### config.mk
export PLATFORM = sky130hd
export DESIGN_NAME = sequence_buffer_flat
export DESIGN_NICKNAME = d
export VERILOG_FILES = /design/src/rtl/sequence_buffer_if.sv /design/src/rtl/sequence_buffer.sv /design/src/flat_wrapper.sv
export SDC_FILE = /design/constraint.sdc
export NUM_CORES = 1
export LEC_CHECK = 0
export ABC_AREA = 1
export CAP_MARGIN = 20
export CORE_MARGIN = 8
export CORE_UTILIZATION = 57
export CTS_CLUSTER_SIZE = 40
export DETAILED_ROUTE_END_ITERATION = 10
export PLACE_DENSITY = 0.9
export SLEW_MARGIN = 15
export SYNTH_ARGS = -nofsm -noshare
export SYNTH_HDL_FRONTEND = slang
export SYNTH_SLANG_ARGS = --single-unit
export TNS_END_PERCENT = 100
### constraint.sdc
create_clock -name clk -period 2.8 [get_ports clk]
set_clock_uncertainty 0.2 [all_clocks]
set_input_delay 0.56 -clock clk [delete_from_list [all_inputs] [get_ports clk]]
set_output_delay 0.56 -clock clk [all_outputs]
set_load 0.02 [all_outputs]
### src/rtl/sequence_buffer_if.sv
// Handshake bundle for sequence_buffer: controller commands, append port,
// playback stream and player-press compare port.
interface sequence_buffer_if #(
  parameter int SYM_W = 2,
  parameter int DEPTH = 16
);
  localparam int AW = $clog2(DEPTH);

  logic             clear;
  logic             append_valid;
  logic [SYM_W-1:0] append_data;
  logic             append_ready;
  logic             full;
  logic [AW:0]      length;
  logic             play_start;
  logic             play_valid;
  logic [SYM_W-1:0] play_data;
  logic             play_last;
  logic             play_ready;
  logic             chk_start;
  logic             chk_valid;
  logic [SYM_W-1:0] chk_data;
  logic             chk_ok;
  logic             chk_fail;
  logic             chk_done;
  logic             busy;

  modport master (
    output clear, append_valid, append_data, play_start, play_ready,
           chk_start, chk_valid, chk_data,
    input  append_ready, full, length, play_valid, play_data, play_last,
           chk_ok, chk_fail, chk_done, busy
  );

  modport slave (
    input  clear, append_valid, append_data, play_start, play_ready,
           chk_start, chk_valid, chk_data,
    output append_ready, full, length, play_valid, play_data, play_last,
           chk_ok, chk_fail, chk_done, busy
  );
endinterface

### src/rtl/sequence_buffer.sv
// Simon-game sequence store: appends symbols, replays the stored sequence
// as a valid/ready stream, and compares player presses against it.
module sequence_buffer #(
  parameter int SYM_W = 2,
  parameter int DEPTH = 16
) (
  input logic clk,
  input logic rst_n,
  sequence_buffer_if.slave bus
);
  localparam int AW = $clog2(DEPTH);
  localparam logic [AW:0]   LEN_ONE = (AW+1)'(1);
  localparam logic [AW-1:0] CUR_ONE = AW'(1);

  typedef enum logic [1:0] {IDLE, PLAY, CHECK} state_t;

  state_t           state, state_nxt;
  logic [SYM_W-1:0] mem [DEPTH];
  logic [AW:0]      length, length_nxt, last_idx;
  // Shared position: playback cursor in PLAY, compare index in CHECK.
  logic [AW-1:0]    cursor, cursor_nxt;
  logic             play_valid, play_valid_nxt;
  logic [SYM_W-1:0] play_data, play_data_nxt;
  logic             chk_ok, chk_ok_nxt;
  logic             chk_fail, chk_fail_nxt;
  logic             chk_done, chk_done_nxt;
  logic             full, append_ok, append_fire, at_last, match;

  assign full        = (length == (AW+1)'(DEPTH));
  assign append_ok   = (state == IDLE) && !full && !bus.clear;
  assign append_fire = bus.append_valid && append_ok;
  assign last_idx    = length - LEN_ONE;
  assign at_last     = ({1'b0, cursor} == last_idx);
  assign match       = (bus.chk_data == mem[cursor]);

  assign bus.append_ready = append_ok;
  assign bus.full         = full;
  assign bus.length       = length;
  assign bus.play_valid   = play_valid;
  assign bus.play_data    = play_data;
  assign bus.play_last    = play_valid && at_last;
  assign bus.chk_ok       = chk_ok;
  assign bus.chk_fail     = chk_fail;
  assign bus.chk_done     = chk_done;
  assign bus.busy         = (state != IDLE);

  // Next-state and next-output decode; clear overrides every other input.
  always_comb begin
    state_nxt      = state;
    length_nxt     = append_fire ? (length + LEN_ONE) : length;
    cursor_nxt     = cursor;
    play_valid_nxt = play_valid;
    play_data_nxt  = play_data;
    chk_ok_nxt     = 1'b0;
    chk_fail_nxt   = 1'b0;
    chk_done_nxt   = 1'b0;
    if (bus.clear) begin
      state_nxt      = IDLE;
      length_nxt     = '0;
      play_valid_nxt = 1'b0;
    end else begin
      case (state)
        IDLE: begin
          if (bus.play_start && (length != '0)) begin
            state_nxt      = PLAY;
            cursor_nxt     = '0;
            play_valid_nxt = 1'b1;
            play_data_nxt  = mem[0];
          end else if (bus.chk_start && (length != '0)) begin
            state_nxt  = CHECK;
            cursor_nxt = '0;
          end
        end
        PLAY: begin
          if (play_valid && bus.play_ready) begin
            if (at_last) begin
              state_nxt      = IDLE;
              play_valid_nxt = 1'b0;
            end else begin
              cursor_nxt    = cursor + CUR_ONE;
              play_data_nxt = mem[cursor_nxt];
            end
          end
        end
        CHECK: begin
          if (bus.chk_valid) begin
            if (match) begin
              chk_ok_nxt = 1'b1;
              if (at_last) begin
                chk_done_nxt = 1'b1;
                state_nxt    = IDLE;
              end else begin
                cursor_nxt = cursor + CUR_ONE;
              end
            end else begin
              chk_fail_nxt = 1'b1;
              state_nxt    = IDLE;
            end
          end
        end
        default: state_nxt = IDLE;
      endcase
    end
  end

  // State register.
  always_ff @(posedge clk or negedge rst_n) begin
    if (!rst_n) state <= IDLE;
    else        state <= state_nxt;
  end

  // Length, cursor, playback output and check pulse registers.
  always_ff @(posedge clk or negedge rst_n) begin
    if (!rst_n) begin
      length     <= '0;
      cursor     <= '0;
      play_valid <= 1'b0;
      play_data  <= '0;
      chk_ok     <= 1'b0;
      chk_fail   <= 1'b0;
      chk_done   <= 1'b0;
    end else begin
      length     <= length_nxt;
      cursor     <= cursor_nxt;
      play_valid <= play_valid_nxt;
      play_data  <= play_data_nxt;
      chk_ok     <= chk_ok_nxt;
      chk_fail   <= chk_fail_nxt;
      chk_done   <= chk_done_nxt;
    end
  end

  // Symbol storage: written at the current length, never reset.
  always_ff @(posedge clk) begin
    if (append_fire) mem[length[AW-1:0]] <= bus.append_data;
  end
endmodule

### src/flat_wrapper.sv
// flat-port wrapper written by rule: the top's interface ports become plain ports
module sequence_buffer_flat 
#(
  parameter int SYM_W = 2,
  parameter int DEPTH = 16
)
  (clk, rst_n, bus_clear, bus_append_valid, bus_append_data, bus_play_start, bus_play_ready, bus_chk_start, bus_chk_valid, bus_chk_data, bus_append_ready, bus_full, bus_length, bus_play_valid, bus_play_data, bus_play_last, bus_chk_ok, bus_chk_fail, bus_chk_done, bus_busy);
  sequence_buffer_if #(.SYM_W(SYM_W), .DEPTH(DEPTH)) bus_i ();
  input logic clk;
  input logic rst_n;
  input wire logic [$bits(bus_i.clear)-1:0] bus_clear;
  input wire logic [$bits(bus_i.append_valid)-1:0] bus_append_valid;
  input wire logic [$bits(bus_i.append_data)-1:0] bus_append_data;
  input wire logic [$bits(bus_i.play_start)-1:0] bus_play_start;
  input wire logic [$bits(bus_i.play_ready)-1:0] bus_play_ready;
  input wire logic [$bits(bus_i.chk_start)-1:0] bus_chk_start;
  input wire logic [$bits(bus_i.chk_valid)-1:0] bus_chk_valid;
  input wire logic [$bits(bus_i.chk_data)-1:0] bus_chk_data;
  output wire logic [$bits(bus_i.append_ready)-1:0] bus_append_ready;
  output wire logic [$bits(bus_i.full)-1:0] bus_full;
  output wire logic [$bits(bus_i.length)-1:0] bus_length;
  output wire logic [$bits(bus_i.play_valid)-1:0] bus_play_valid;
  output wire logic [$bits(bus_i.play_data)-1:0] bus_play_data;
  output wire logic [$bits(bus_i.play_last)-1:0] bus_play_last;
  output wire logic [$bits(bus_i.chk_ok)-1:0] bus_chk_ok;
  output wire logic [$bits(bus_i.chk_fail)-1:0] bus_chk_fail;
  output wire logic [$bits(bus_i.chk_done)-1:0] bus_chk_done;
  output wire logic [$bits(bus_i.busy)-1:0] bus_busy;
  assign bus_i.clear = bus_clear;
  assign bus_i.append_valid = bus_append_valid;
  assign bus_i.append_data = bus_append_data;
  assign bus_i.play_start = bus_play_start;
  assign bus_i.play_ready = bus_play_ready;
  assign bus_i.chk_start = bus_chk_start;
  assign bus_i.chk_valid = bus_chk_valid;
  assign bus_i.chk_data = bus_chk_data;
  assign bus_append_ready = bus_i.append_ready;
  assign bus_full = bus_i.full;
  assign bus_length = bus_i.length;
  assign bus_play_valid = bus_i.play_valid;
  assign bus_play_data = bus_i.play_data;
  assign bus_play_last = bus_i.play_last;
  assign bus_chk_ok = bus_i.chk_ok;
  assign bus_chk_fail = bus_i.chk_fail;
  assign bus_chk_done = bus_i.chk_done;
  assign bus_busy = bus_i.busy;
  sequence_buffer #(.SYM_W(SYM_W), .DEPTH(DEPTH)) u_core (.clk(clk), .rst_n(rst_n), .bus(bus_i));
endmodule
==> run_results.csv <==
group,metric,value,unit
critical_path,path_max_fanout,3,
synthesis,ys.flop_type,"edfxtp_1",
critical_path,reg2regPathDepth,13,
route,wl_per_cell,14.8,um
grt,track_usage,0.194,
worst_hold_path,hp-class,"flip-flop to flip-flop",
clocking,clock-sinks,49,
synthesis,synth_cells,365,
clocking,tritoncts,"done",
die,io_pins,27,
critical_path,crit_arrival,1.92,ns
place,dpl.cell_count,465,
sta,setup_viol,0,
die,num_rows,26,
route,drc,0,
sta,rsz0062_at_grt,"no",
synthesis,avgSynthCellArea,7.98,um^2
clocking,cts_made_buffers,5,
clocking,cts_setup_buffers,0,
layout,drive_gt1_frac,0.107,
synthesis,ys_warn_count,0,
critical_path,reg2reg_from,"u_core.cursor[0]$_DFFE_PN0P_",
synthesis,synth_seq_cells,49,
outcome,status,"complete, no violations",
die,chipWidth,87.5,um
critical_path,path_class,"flip-flop to primary output",
die,dieHeight,87.5,um
sta,final_max_slew_viol_count,0,
die,dieArea,0.00765,mm^2
sta,fin_tns_setup,0,ns
place,place_ws,-0.0158,ns
grt,grt_pass1_vias,2434,
sta,period_share,0.959,
sta,hold_violations,0,
sta,fin_ws,0.115,ns
pwr,peakVddDrop,400,uV
route,routed_wl,7010,um
critical_path,cp.required,2.04,ns
route,via_per_inst,5.47,
grt,grt_pass1_wl,11500,um
clocking,clock_path_buffers,2,
synthesis,post-synth-top-area-cell,"edfxtp_1",
sta,fmax,372,MHz
route,drtAntennaViolNets,0,
layout,diodes,0,
synthesis,synthTopCellsByArea,"edfxtp_1 33%, dfrtp_1 15%, nand2_1 13%, nor2_1 5.4%, inv_1 5.3%",
layout,area_delta_synth_final,16.8,%
clocking,clk_pin_slew,0.09,ns
synthesis,ys_async_sr_fraction,0.347,
critical_path,end_kind,"primary output",
critical_path,r2r_end,"u_core.cursor[2]$_DFFE_PN0P_",
pwr,power_leakage,0.00148,uW
die,design.core.area,0.00501,mm^2
die,initial_core_util,0.581,
synthesis,synth_edf_count,32,
critical_path,endpoint,"bus_append_ready",
clocking,h-tree-depth,2,
grt,grt_overflow_total,0,
synthesis,synthMostInstantiatedCell,"nand2_1",
route,dr.pass1.iters,5,
route,vias,2585,
grt,grt_max_degree,40,
grt,antenna_found_initial,0,
pwr,p_total,2600,uW
sta,timing.slew.headroom,0.458,
place,place_hpwl,5230,um
synthesis,syn_area,0.00291,mm^2
place,routabilityCongestion,0.942,
clocking,insertion_delay,0.31,ns
route,drtIter0Drc,244,
layout,final_util,0.679,
sta,finalCriticalPeriod,2.68,ns
place,port_buffers,26,
pwr,p_per_area,764,mW/mm^2
clocking,cts_root_buffer,"clkbuf_8",
critical_path,cp-start-kind,"flip-flop",
layout,final_cell_count_no_fill,473,
synthesis,yosysSeqAreaShare,0.476,
layout,fin_nets,423,
sta,worst_pin_slew,0.811,ns
critical_path,cp-startpoint,"u_core.bus.length[1]$_DFFE_PN0P_",
critical_path,r2r_slack,0.25,ns
synthesis,yosysTopAreaCellShare,0.330,
synthesis,syn_nets,386,
job,drv_cap,0,
synthesis,synth_commonest_cells,"104 x nand2_1, 42 x nor2_1, 41 x inv_1",
synthesis,synthDistinctLibCells,33,
==> cell type report <==
type | instances | area (um^2)
inverters | 44 | 165
clock inverters | 3 | 26.3
clock buffers | 5 | 68.8
fillers | 414 | 1610
repair buffers | 41 | 365
multi-input cells | 261 | 1300
well taps | 70 | 87.6
flip-flops and latches | 49 | 1390
==> cell families after synthesis <==
group | after synthesis | synth area share
xor gates and xnor gates | 4 | 0.0120
adders and majority gates | 9 | 0.0387
AOI/OAI and AO/OA | 52 | 0.100
muxes | 1 | 0.00344
buffers and inverters | 55 | 0.0786
DFF | 49 | 0.476
and+or+nand+nor | 195 | 0.291
==> what timing repair did <==
action,in CTS,in global routing
resized for setup,6,1
hold buffers,0,0
setup endpoints to repair,3,1
==> how the worst min path moves through the flow <==
stage	start	end	slack, ns	cells past startpoint
after floorplan	rst_n	u_core.bus.chk_done$_DFF_PN0_	0.06	0
after global placement	u_core.bus.play_data[1]$_DFFE_PN0P_	u_core.bus.play_data[1]$_DFFE_PN0P_	0.27	2
after detailed placement	u_core.bus.play_data[1]$_DFFE_PN0P_	u_core.bus.play_data[1]$_DFFE_PN0P_	0.28	2
after CTS	u_core.bus.play_data[1]$_DFFE_PN0P_	u_core.bus.play_data[1]$_DFFE_PN0P_	0.30	2
after global routing	u_core.bus.play_data[0]$_DFFE_PN0P_	u_core.bus.play_data[0]$_DFFE_PN0P_	0.35	2
final	u_core.bus.play_data[1]$_DFFE_PN0P_	u_core.bus.play_data[1]$_DFFE_PN0P_	0.29	2
==> where the power goes <==
| group | switching (uW) | internal (uW) | total [uW] |
|---|---|---|---|
| logic | 801 | 483 | 1280 |
| clock network | 250 | 182 | 432 |
| registers | 50.2 | 832 | 883 |
==> per-layer routing <==
| layer | routed length (um) | vias up | track usage |
|---|---|---|---|
| li1 | - | 1258 | - |
| met1 | 2750 | 1170 | 0.228 |
| met2 | 3580 | 138 | 0.333 |
| met3 | 508 | 19 | 0.0349 |
| met4 | 168 | 0 | 0.0859 |
| met5 | 0 | - | 0 |
==> state kept, by name, indices dropped and copies added (netlist names) <==
register               cells
u_core.bus.length          5
u_core.mem                32
u_core.cursor              4
u_core.bus.chk_done        1
u_core.bus.chk_ok          1
u_core.state               2
u_core.bus.chk_fail        1
u_core.bus.play_data       2
u_core.bus.play_valid      1
==> cells in the final DEF (no fill, tap or decap), types with 2 or more instances in the layout <==
cell / netlist / routed
a21oi_1: 10 / 10
buf_4: 2 / 15
clkbuf_8: 0 / 5
clkdlybuf4s50_1: 0 / 23
clkinvlp_4: 0 / 2
dfrtp_1: 17 / 17
dlygate4sd2_1: 0 / 2
edfxtp_1: 32 / 32
ha_1: 9 / 9
inv_1: 41 / 41
inv_2: 3 / 3
nand2_1: 104 / 104
nand2_2: 2 / 2
nand2_4: 2 / 2
nand3_1: 28 / 28
nor2_1: 42 / 42
nor2_2: 3 / 2
nor2_4: 3 / 4
nor3_1: 6 / 6
o211ai_1: 8 / 8
o21ai_0: 24 / 24
o21ai_1: 6 / 6
o21ai_2: 2 / 2
xnor2_1: 2 / 2
xor2_1: 2 / 2
==> critical path: stages, from the launching register on <==
cell           delay, ns
dfrtp_1             0.39
inv_1               0.08
ha_1                0.18
nand2_2             0.09
nor2_4              0.13
inv_1               0.08
nor2_1              0.16
inv_1               0.07
nand3_2             0.09
inv_1               0.04
dlygate4sd2_1       0.31
==> stage by stage <==
stage / hold WS (ns) / cell area [um^2]
finish: 0.293 / 3400
global placement: 0.268 / 3310
CTS: 0.298 / 3410
detailed placement: 0.276 / 3310
floorplan: 0.0644 / 2910
global route: 0.350 / 3400
Power figures use the tool's default switching activity.
